<file path="src/rtl/snake_step_scheduler.sv">
// Snake step scheduler: arbitrates turn requests into a two-deep turn queue, paces movement steps, hands steps off valid/ready.
// Every output is registered. A step waits in step_valid until step_ready, and the tick counter stalls while a step is pending.
module snake_step_scheduler #(
   parameter int BASE_PERIOD = 6_250_000
) (
   input  logic       clk,
   input  logic       rst,
   input  logic       key_up,
   input  logic       key_right,
   input  logic       key_down,
   input  logic       key_left,
   input  logic       ps2_valid,
   input  logic [7:0] ps2_code,
   input  logic [2:0] speed,
   input  logic       run,
   input  logic       step_ready,
   output logic       step_valid,
   output logic [1:0] step_dir,
   output logic [1:0] cur_dir,
   output logic       paused,
   output logic [1:0] q_count,
   output logic [7:0] drop_cnt
);
   localparam int            CW         = $clog2(BASE_PERIOD + 1);
   localparam logic [CW-1:0] BASE       = CW'(BASE_PERIOD);
   localparam logic [1:0]    DIR_UP     = 2'b00;
   localparam logic [1:0]    DIR_RIGHT  = 2'b01;
   localparam logic [1:0]    DIR_DOWN   = 2'b10;
   localparam logic [1:0]    DIR_LEFT   = 2'b11;
   localparam logic [7:0]    CODE_UP    = 8'h75;
   localparam logic [7:0]    CODE_RIGHT = 8'h74;
   localparam logic [7:0]    CODE_DOWN  = 8'h72;
   localparam logic [7:0]    CODE_LEFT  = 8'h6B;
   localparam logic [7:0]    CODE_PAUSE = 8'h29;

   logic [CW-1:0] tick_cnt;
   logic [CW-1:0] period;
   logic [CW-1:0] limit;
   logic [1:0]    q_slot0;
   logic [1:0]    q_slot1;
   logic [1:0]    ps2_dir;
   logic [1:0]    req_dir;
   logic [1:0]    ref_dir;
   logic          ps2_arrow;
   logic          ps2_pause;
   logic [2:0]    req_num;
   logic          req_any;
   logic          req_lost;
   logic          req_reject;
   logic          req_accept;
   logic          drop_inc;
   logic          hs;
   logic          pop;
   logic          tick_en;
   logic [1:0]    nxt_q0;
   logic [1:0]    nxt_q1;
   logic [1:0]    nxt_count;
   logic [1:0]    nxt_cur;

   always_comb begin
      ps2_arrow = 1'b0;
      ps2_dir   = DIR_UP;
      if (ps2_valid) begin
         case (ps2_code)
            CODE_UP:    begin ps2_arrow = 1'b1; ps2_dir = DIR_UP;    end
            CODE_RIGHT: begin ps2_arrow = 1'b1; ps2_dir = DIR_RIGHT; end
            CODE_DOWN:  begin ps2_arrow = 1'b1; ps2_dir = DIR_DOWN;  end
            CODE_LEFT:  begin ps2_arrow = 1'b1; ps2_dir = DIR_LEFT;  end
            default:    ;
         endcase
      end
   end

   assign ps2_pause = ps2_valid && (ps2_code == CODE_PAUSE);
   assign req_num   = {2'b00, key_up} + {2'b00, key_right} + {2'b00, key_down}
                    + {2'b00, key_left} + {2'b00, ps2_arrow};
   assign req_any   = (req_num != 3'd0);
   assign req_lost  = (req_num > 3'd1);

   always_comb begin
      if (key_up)         req_dir = DIR_UP;
      else if (key_right) req_dir = DIR_RIGHT;
      else if (key_down)  req_dir = DIR_DOWN;
      else if (key_left)  req_dir = DIR_LEFT;
      else                req_dir = ps2_dir;
   end

   // A new turn is judged against the last direction the snake will have taken before it.
   always_comb begin
      case (q_count)
         2'd1:    ref_dir = q_slot0;
         2'd2:    ref_dir = q_slot1;
         default: ref_dir = cur_dir;
      endcase
   end

   assign req_reject = (req_dir == ref_dir) || (req_dir == (ref_dir ^ 2'b10))
                     || (q_count == 2'd2) || paused || !run;
   assign req_accept = req_any && !req_reject;
   assign drop_inc   = req_any && (req_reject || req_lost);

   assign hs      = step_valid && step_ready;
   assign pop     = hs && (q_count != 2'd0);
   assign tick_en = !paused && !step_valid;
   assign period  = BASE >> speed;
   assign limit   = (period == '0) ? '0 : period - CW'(1);

   // Accept implies the pre-pop count was below 2, so push+pop only arises with one entry.
   always_comb begin
      nxt_q0    = q_slot0;
      nxt_q1    = q_slot1;
      nxt_count = q_count;
      nxt_cur   = hs ? step_dir : cur_dir;
      if (pop && req_accept) begin
         nxt_q0 = req_dir;
      end else if (pop) begin
         nxt_q0    = q_slot1;
         nxt_count = q_count - 2'd1;
      end else if (req_accept) begin
         if (q_count == 2'd0) nxt_q0 = req_dir;
         else                 nxt_q1 = req_dir;
         nxt_count = q_count + 2'd1;
      end
   end

   always_ff @(posedge clk) begin
      if (rst) begin
         tick_cnt   <= '0;
         step_valid <= 1'b0;
         step_dir   <= DIR_RIGHT;
         cur_dir    <= DIR_RIGHT;
         paused     <= 1'b0;
         q_count    <= 2'd0;
         q_slot0    <= DIR_UP;
         q_slot1    <= DIR_UP;
         drop_cnt   <= 8'd0;
      end else begin
         if (drop_inc && (drop_cnt != 8'hFF)) drop_cnt <= drop_cnt + 8'd1;
         if (!run) begin
            tick_cnt   <= '0;
            step_valid <= 1'b0;
            step_dir   <= DIR_RIGHT;
            cur_dir    <= DIR_RIGHT;
            paused     <= 1'b0;
            q_count    <= 2'd0;
         end else begin
            if (ps2_pause) paused <= !paused;
            q_slot0  <= nxt_q0;
            q_slot1  <= nxt_q1;
            q_count  <= nxt_count;
            cur_dir  <= nxt_cur;
            step_dir <= (nxt_count != 2'd0) ? nxt_q0 : nxt_cur;
            if (hs) begin
               step_valid <= 1'b0;
            end else if (tick_en) begin
               if (tick_cnt >= limit) begin
                  tick_cnt   <= '0;
                  step_valid <= 1'b1;
               end else begin
                  tick_cnt <= tick_cnt + CW'(1);
               end
            end
         end
      end
   end
endmodule

</file>
<file path="config.mk">
export PLATFORM = sky130hd
export DESIGN_NAME = snake_step_scheduler
export DESIGN_NICKNAME = d
export VERILOG_FILES = /design/src/rtl/snake_step_scheduler.sv
export SDC_FILE = /design/constraint.sdc
export NUM_CORES = 1
export LEC_CHECK = 0
export CAP_MARGIN = 20
export CORE_MARGIN = 5
export CORE_UTILIZATION = 30
export DETAILED_ROUTE_END_ITERATION = 8
export SYNTH_ARGS = -nofsm -noshare
export SYNTH_HDL_FRONTEND = slang
export SYNTH_SLANG_ARGS = --single-unit
</file>
<file path="constraint.sdc">
create_clock -name clk -period 5.6 [get_ports clk]
set_input_delay 1.12 -clock clk [delete_from_list [all_inputs] [get_ports clk]]
set_output_delay 1.12 -clock clk [all_outputs]
set_load 0.01 [all_outputs]
</file>
==> metrics.md, run 1 <==
| Metric | Value |
|---|---|
| Outcome | `completed` |
| IO Count | `36` |
| Synth unique cells | `between 50 and 60` |
| Final setup violation count | `0` |
| Synthesized area | `roughly 3100 um^2` |
| H-Tree Depth | `2` |
| Residual DRC | `0` |
| Worst hold endpoint | `q_slot1[1]$_SDFFE_PP0P_` |
| CP Data Required Time | `5.75 ns` |
| Count leader, synth | `dfxtp_1` |
| CP startpoint kind | `input port` |
| Global Route Usage Sum | `a little under an eighth` |
| Worst min path class | `flop to flop` |
| Fin nets | `~470` |
| Dpl hpwl | `5.67 mm` |
| Critical path peak fanout | `15` |
| Longest Clk Path Bufs | `2` |
| Port-buffer cells | `35` |
| CP dominant cell by count | `inv_1` |
| First-pass DRT Iterations | `4` |
| Total power per unit cell area | `208 nW/um^2` |
| Synthesis Warnings | `0` |
| Via count | `around 2800` |
| Worst vdd ir | `between 80 and 90 uV` |
| Leak Pwr | `between 1 and 1.5 nW` |
| Unrepaired setup endpoints after global routing | `false` |
| TritonCTS clock tree | `yes` |
| Multi-input gate area | `between 2000 and 2500 um^2` |
| Top cell type's share of synthesized area | `27.9%` |
| Top_reg_cell synth | `dfxtp_1` |
| Core footprint | `10200 um^2` |
| Clock latency on the worst-skew pair | `roughly 0.3 ns` |
| Critical setup path kind | `input port to flop` |
| Post-route ant nets | `0` |
| Die Span X | `between 100 and 150 um` |
| Worst path max stage delay | `around 0.53 ns` |
| Routed vias/inst | `between 5 and 6` |
| Top post-synthesis cells by count | `dfxtp_1 (43), nor2_1 (40), ha_1 (30), nor3_1 (29), nand2_1 (27)` |
| Yosys top cell by area | `dfxtp_1` |
| Post-synthesis instance total | `just under 400` |
| Post-synthesis average cell area | `roughly 8 um^2` |
| RePlAce Congestion | `0.837` |
| Worst reg2reg endpoint | `drop_cnt[5]$_SDFFE_PP0P_` |
| Layout Skew | `approximately 0.005 ns` |
| Top cells by area, synth | `dfxtp_1 (28%), ha_1 (12%), nor2_1 (4.9%)` |
| Number of synthesized flops with an enable pin | `0` |
| Post-cts resize count | `0` |
| Headroom to the max-slew limit | `approximately two fifths` |
| Number of global-route vias before repair | `2655` |
| R2R Setup Slk | `2.59 ns` |
| Setup repair bufs after CTS | `0` |
| Worst setup EP type | `flop` |
| Fill cells | `between 1000 and 1500` |
| Die footprint | `about 12000 um^2` |
| TritonCTS Buffers | `5` |
| Avg WL per Cell | `between 10 and 15 um` |
| Maxcap violations | `0` |
| Levels on crit path | `15` |
| Num Clock Sinks | `43` |
| First-pass GRT wire length | `roughly 12 mm` |
| Layout cells sized above 1 | `between 3 and 4%` |
| Clock transition at the registers of the reported paths | `about 0.080 ns` |
| Hold_sp | `q_slot1[1]$_SDFFE_PP0P_` |
| Ys async rst share | `0%` |
| Min Tclk post-route | `approximately 4.5 ns` |
| Tcrit/Tclk final | `80.7%` |
| Register Area | `861 um^2` |
| Fmax | `roughly 0.22 GHz` |
| Slew @ Worst Pin | `0.885 ns` |
| Initial DRC Count | `between 100 and 150` |
| R2R cell count | `9` |
| CP Launch Point | `key_up` |
| CTS hold repair buffers | `0` |
| Sequential share of the synthesized area | `27.9%` |
| Layout area overhead | `20.1%` |
| Hold Fails Final Rpt | `0` |
| Post-layout worst setup margin | `between 1 and 1.5 ns` |
| Max-slew violations | `0` |
| Family with the most delay on the worst path | `adder cells` |
| Largest net degree at the start of global routing | `25` |
| Diode count | `0` |
| Slowest-stage cell, CP | `fa_1` |
| Final TNS setup | `0 ns` |
| Initial antenna violation count | `0` |
| Pre-CTS setup slack | `slightly below 0.8 ns` |
| Flops & latches, synth | `43` |
| Starting density of the core | `a little under a third` |
| Rows | `37` |
| Hold Path Depth | `2` |
| Die height | `roughly 110 um` |
| Buf+Inv Stages, Crit Path | `5` |
| Crit path cell chain | `clkdlybuf4s50_1 > inv_1 > fa_1 > inv_1 > fa_1 > inv_1 > ha_1 > nor3_1 > nand2b_1 > nor2_1 > mux2i_1 > buf_4 > xnor2_1 > a211oi_1 > a2111oi_0` |
| Drt total wl | `just over 7 mm` |
| CTS root buf | `clkbuf_8` |
| Total grt overflow | `0` |
| Mapped Nets | `437` |
| Critical R2R Launch | `q_count[0]$_SDFF_PP0_` |
| Critical Path AT | `4.67 ns` |
## layout make-up
cell class                      instances  area share, %
Multi-Input combinational cell        306           56.1
Inverter                               23           2.33
Clock buffer                            6           1.96
Clock inverter                          2           1.62
Timing Repair Buffer                   38           10.1
Sequential cell                        43           23.3
Tap cell                              136           4.60
## metrics by stage
step	power (mW)	area (um^2)	instances	utilization, %	hold slack [ns]
after floorplan	0.435	3080	385	-	0.454
after global placement	0.482	3570	546	35.0	0.473
after detailed placement	0.485	3570	546	35.0	0.474
after CTS	0.780	3700	554	36.3	0.486
after global routing	0.814	3700	554	36.3	0.535
final	0.769	3700	554	36.3	0.487
## worst max path at each step
stage / endpoint / slack, ns
2_1_floorplan: step_dir[1]$_SDFF_PP0_ / 1.37
6_report: step_dir[1]$_SDFF_PP0_ / 1.08
3_5_place_dp: step_dir[1]$_SDFF_PP0_ / 0.79
5_1_grt: step_dir[1]$_SDFF_PP0_ / 0.73
3_3_place_gp: step_dir[1]$_SDFF_PP0_ / 0.94
4_1_cts: step_dir[1]$_SDFF_PP0_ / 1.14
## cells by family (layout without fill, tap and decap cells)
logic type                 count (synthesis)  after routing  synth area share [%]
and+or+nand+nor                          170            170                  28.9
muxes                                      8              8                  2.84
DFF                                       43             43                  27.9
buffers and inverters                     36             69                  4.63
xor gates and xnor gates                  25             25                  7.11
adders and majority gates                 33             33                  13.8
AOI/OAI and AO/OA                         70             70                  14.7
## worst min-delay path, stage by stage (launching register included)
cell and delay [ns]:
dfxtp_1 0.31, o21ai_0 0.07, a21oi_1 0.06
## where the power goes
part           leakage [nW]  total (mW)  switching (mW)  internal [mW]
clock                0.0654       0.290           0.112          0.178
combinational          1.07       0.155          0.0831         0.0720
sequential            0.348       0.323         0.00940          0.314
## layout by cell type, fill, tap and decap left out, types with 12 or more instances in the layout
cell | synthesis | routed
dfxtp_1 | 43 | 43
o21ai_0 | 14 | 14
nor3_1 | 29 | 29
inv_1 | 22 | 22
nand2_1 | 27 | 27
ha_1 | 30 | 30
xor2_1 | 13 | 13
nand3_1 | 16 | 16
nor2_1 | 40 | 40
clkdlybuf4s50_1 | 0 | 35
a21oi_1 | 20 | 20
xnor2_1 | 12 | 12
## registers in the layout (all words and copies together), names as in the netlist
register and cells:
step_valid 1, step_dir 2, drop_cnt 8, tick_cnt 23, q_count 2, q_slot1 2
q_slot0 2, paused 1, cur_dir 2
## layer usage
layer	GRT usage, %	vias up	part of all wire, %
met3	1.68	5	2.5
met4	3.65	0	1.2
met1	15.6	1328	49
met5	0	-	0
li1	-	1438	-
met2	20.1	32	48
(Power assumes the default switching activity.)
==> run 2, diff against run 1 <==
==> constraint.sdc (replaced) <==
create_clock -name clk -period 4.4 [get_ports clk]
set_input_delay 0.88 -clock clk [delete_from_list [all_inputs] [get_ports clk]]
set_output_delay 0.88 -clock clk [all_outputs]
set_load 0.01 [all_outputs]
==> run 2 against run 1 <==
  * Clock power down 5%
  * Non-clock buffer count up 5
  * Critical path depth up 1
  * Die area unchanged
  * Utilization up 0.15 points
  * Global-route usage down 0.15 points
  * Power up 17%
  * First-iteration DRC count down 16%
  * Sequential power up 28%
  * Clock-buffer cell count unchanged
  * Critical path type unchanged
  * Cell count up 0.90%
==> metrics.md, run 2 (synthesis gave the netlist of run 1 again) <==
| Metric | Value |
|---|---|
| Outcome | `completed` |
| Setup repair bufs after CTS | `0` |
| R2R cell count | `9` |
| Die footprint | `roughly 12000 um^2` |
| Clock transition at the registers of the reported paths | `0.09 ns` |
| Most common cell after layout, fill and taps aside | `dfxtp_1` |
| Residual DRC | `0` |
| Routed vias/inst | `~5.0` |
| Largest register by flop count | `tick_cnt` |
| Via count | `between 2000 and 3000` |
| Post-route ant nets | `0` |
| Diode count | `0` |
| Worst reg2reg endpoint | `drop_cnt[5]$_SDFFE_PP0P_` |
| Maxcap violations | `0` |
| Max-slew violations | `0` |
| Unrepaired setup endpoints after global routing | `false` |
| Number of global-route vias before repair | `2631` |
| Pint | `0.628 mW` |
| TritonCTS clock tree | `yes` |
| Leak Pwr | `1.49 nW` |
| CP Launch Point | `key_right` |
| CP Data Required Time | `around 4.6 ns` |
| Rows | `37` |
| Switch share | `around 30%` |
| Initial antenna violation count | `0` |
| CP startpoint kind | `input port` |
| CTS hold repair buffers | `0` |
| Fill cells | `roughly 1100` |
| Fin nets | `about 470` |
| Max reg flops | `23` |
| Critical Path AT | `4.34 ns` |
| Layout area overhead | `20.6%` |
| Logic pwr share | `23.4%` |
| Longest Clk Path Bufs | `2` |
| First-pass GRT wire length | `roughly 12 mm` |
| Layout cells sized above 1 | `under 10%` |
| CTS root buf | `clkbuf_8` |
| R2R Setup Slk | `around 1.4 ns` |
| Post-cts resize count | `0` |
| Drt total wl | `just over 7 mm` |
| Num Clock Sinks | `43` |
| Initial DRC Count | `110` |
| Global Route Usage Sum | `approximately an eighth` |
| Die height | `111 um` |
| Slew @ Worst Pin | `around 0.85 ns` |
| Critical path peak fanout | `15` |
| Tcrit/Tclk final | `about 93%` |
| Clock latency on the worst-skew pair | `0.30 ns` |
| Total power per unit cell area | `between 200 and 250 nW/um^2` |
| Worst setup EP type | `flop` |
| Die Span X | `111 um` |
| Multi-input gate area | `2090 um^2` |
| Largest net degree at the start of global routing | `20` |
| Hold_sp | `drop_cnt[4]$_SDFFE_PP0P_` |
| Clock share of power | `30.7%` |
| Hold Fails Final Rpt | `0` |
| Top flop regs | `tick_cnt: 23 flops, drop_cnt: 8 flops` |
| RePlAce Congestion | `about 0.8` |
| Min Tclk post-route | `between 4 and 5 ns` |
| Post-Route Utilization | `between 30 and 40%` |
| Sequential power share | `45.9%` |
| Fmax | `roughly 0.24 GHz` |
| Hold Path Depth | `2` |
| IO Count | `36` |
| Worst hold endpoint | `drop_cnt[4]$_SDFFE_PP0P_` |
| Dpl hpwl | `between 5 and 6 mm` |
| Final setup violation count | `0` |
| Critical R2R Launch | `q_count[0]$_SDFF_PP0_` |
| Layout Skew | `0.00819 ns` |
| Worst min path class | `flop to flop` |
| Critical setup path kind | `input port to flop` |
| TritonCTS Buffers | `5` |
| Avg WL per Cell | `about 13 um` |
| Worst hold slack | `0.495 ns` |
| Total grt overflow | `0` |
| Core footprint | `about 10000 um^2` |
| Register Area | `between 800 and 900 um^2` |
| Most frequent cells in the layout | `dfxtp_1 (43), nor2_1 (40), clkdlybuf4s50_1 (35)` |
| Starting density of the core | `approximately 30%` |
| First-pass DRT Iterations | `4` |
| Headroom to the max-slew limit | `42.0%` |
| H-Tree Depth | `2` |
| P_sw | `between 0.2 and 0.3 mW` |
| Worst vdd ir | `between 100 and 150 uV` |
| Port-buffer cells | `35` |
==> run 2: power groups by stage <==
stage,combinational [mW],clock [mW],sequential (mW)
3_3_place_gp,0.200,0,0.421
2_1_floorplan,0.132,0,0.422
4_1_cts,0.206,0.289,0.412
5_1_grt,0.232,0.315,0.414
3_5_place_dp,0.205,0,0.421
6_report,0.210,0.275,0.412
==> run 2: how the worst max path moves through the flow <==
stage	end	slack [ns]
after detailed placement	step_dir[1]$_SDFF_PP0_	-0.04
final	step_dir[0]$_SDFF_PP1_	0.29
after global placement	step_dir[1]$_SDFF_PP0_	0.08
after floorplan	step_dir[1]$_SDFF_PP0_	0.41
after CTS	step_dir[0]$_SDFF_PP1_	0.28
after global routing	step_dir[1]$_SDFF_PP0_	0.07
==> run 2: through the flow <==
step | instance area, um^2 | TNS [ns] | power [mW] | worst slack, ns | cells
after floorplan | 3080 | 0 | 0.554 | 0.411 | 385
after global placement | 3600 | 0 | 0.621 | 0.0839 | 551
after detailed placement | 3600 | -0.0590 | 0.626 | -0.0393 | 551
after CTS | 3700 | 0 | 0.907 | 0.276 | 559
after global routing | 3710 | 0 | 0.962 | 0.0675 | 559
final | 3710 | 0 | 0.897 | 0.287 | 559
==> run 2: worst max-delay path, cell delays in order <==
cell	delay, ns
clkdlybuf4s50_1	0.51
inv_1	0.08
fa_1	0.50
inv_1	0.05
fa_1	0.41
inv_1	0.07
ha_1	0.23
nor3_1	0.25
nand2b_1	0.20
nor2_1	0.08
mux2i_1	0.14
buf_4	0.22
xnor2_1	0.13
a211oi_2	0.26
buf_4	0.16
mux2i_1	0.16
==> run 2: routing by layer <==
metal	vias up	global-route usage, %	wire length (um)
met5	-	0	0
met3	2	1.96	171
met4	0	2.92	48
met1	1293	15.4	3530
li1	1451	-	-
met2	40	19.9	3500
==> run 2: area by class of cell <==
class / instances / share of cell area (%)
clock inverters: 2 / 0.438
multi-input cells: 306 / 56.2
inverters: 23 / 2.32
clock buffers: 6 / 2.22
flip-flops and latches: 43 / 23.2
repair buffers: 43 / 11.0
well taps: 136 / 4.58
==> run 3, diff against run 2 <==
--- a/config.mk
+++ b/config.mk
@@ -9,6 +9,7 @@
 export CORE_MARGIN = 5
 export CORE_UTILIZATION = 30
 export DETAILED_ROUTE_END_ITERATION = 8
+export GPL_ROUTABILITY_DRIVEN = 0
 export SYNTH_ARGS = -nofsm -noshare
 export SYNTH_HDL_FRONTEND = slang
 export SYNTH_SLANG_ARGS = --single-unit
==> results of run 3 <==
Same layout as run 2: the final DEF is identical, and so are final timing and power.
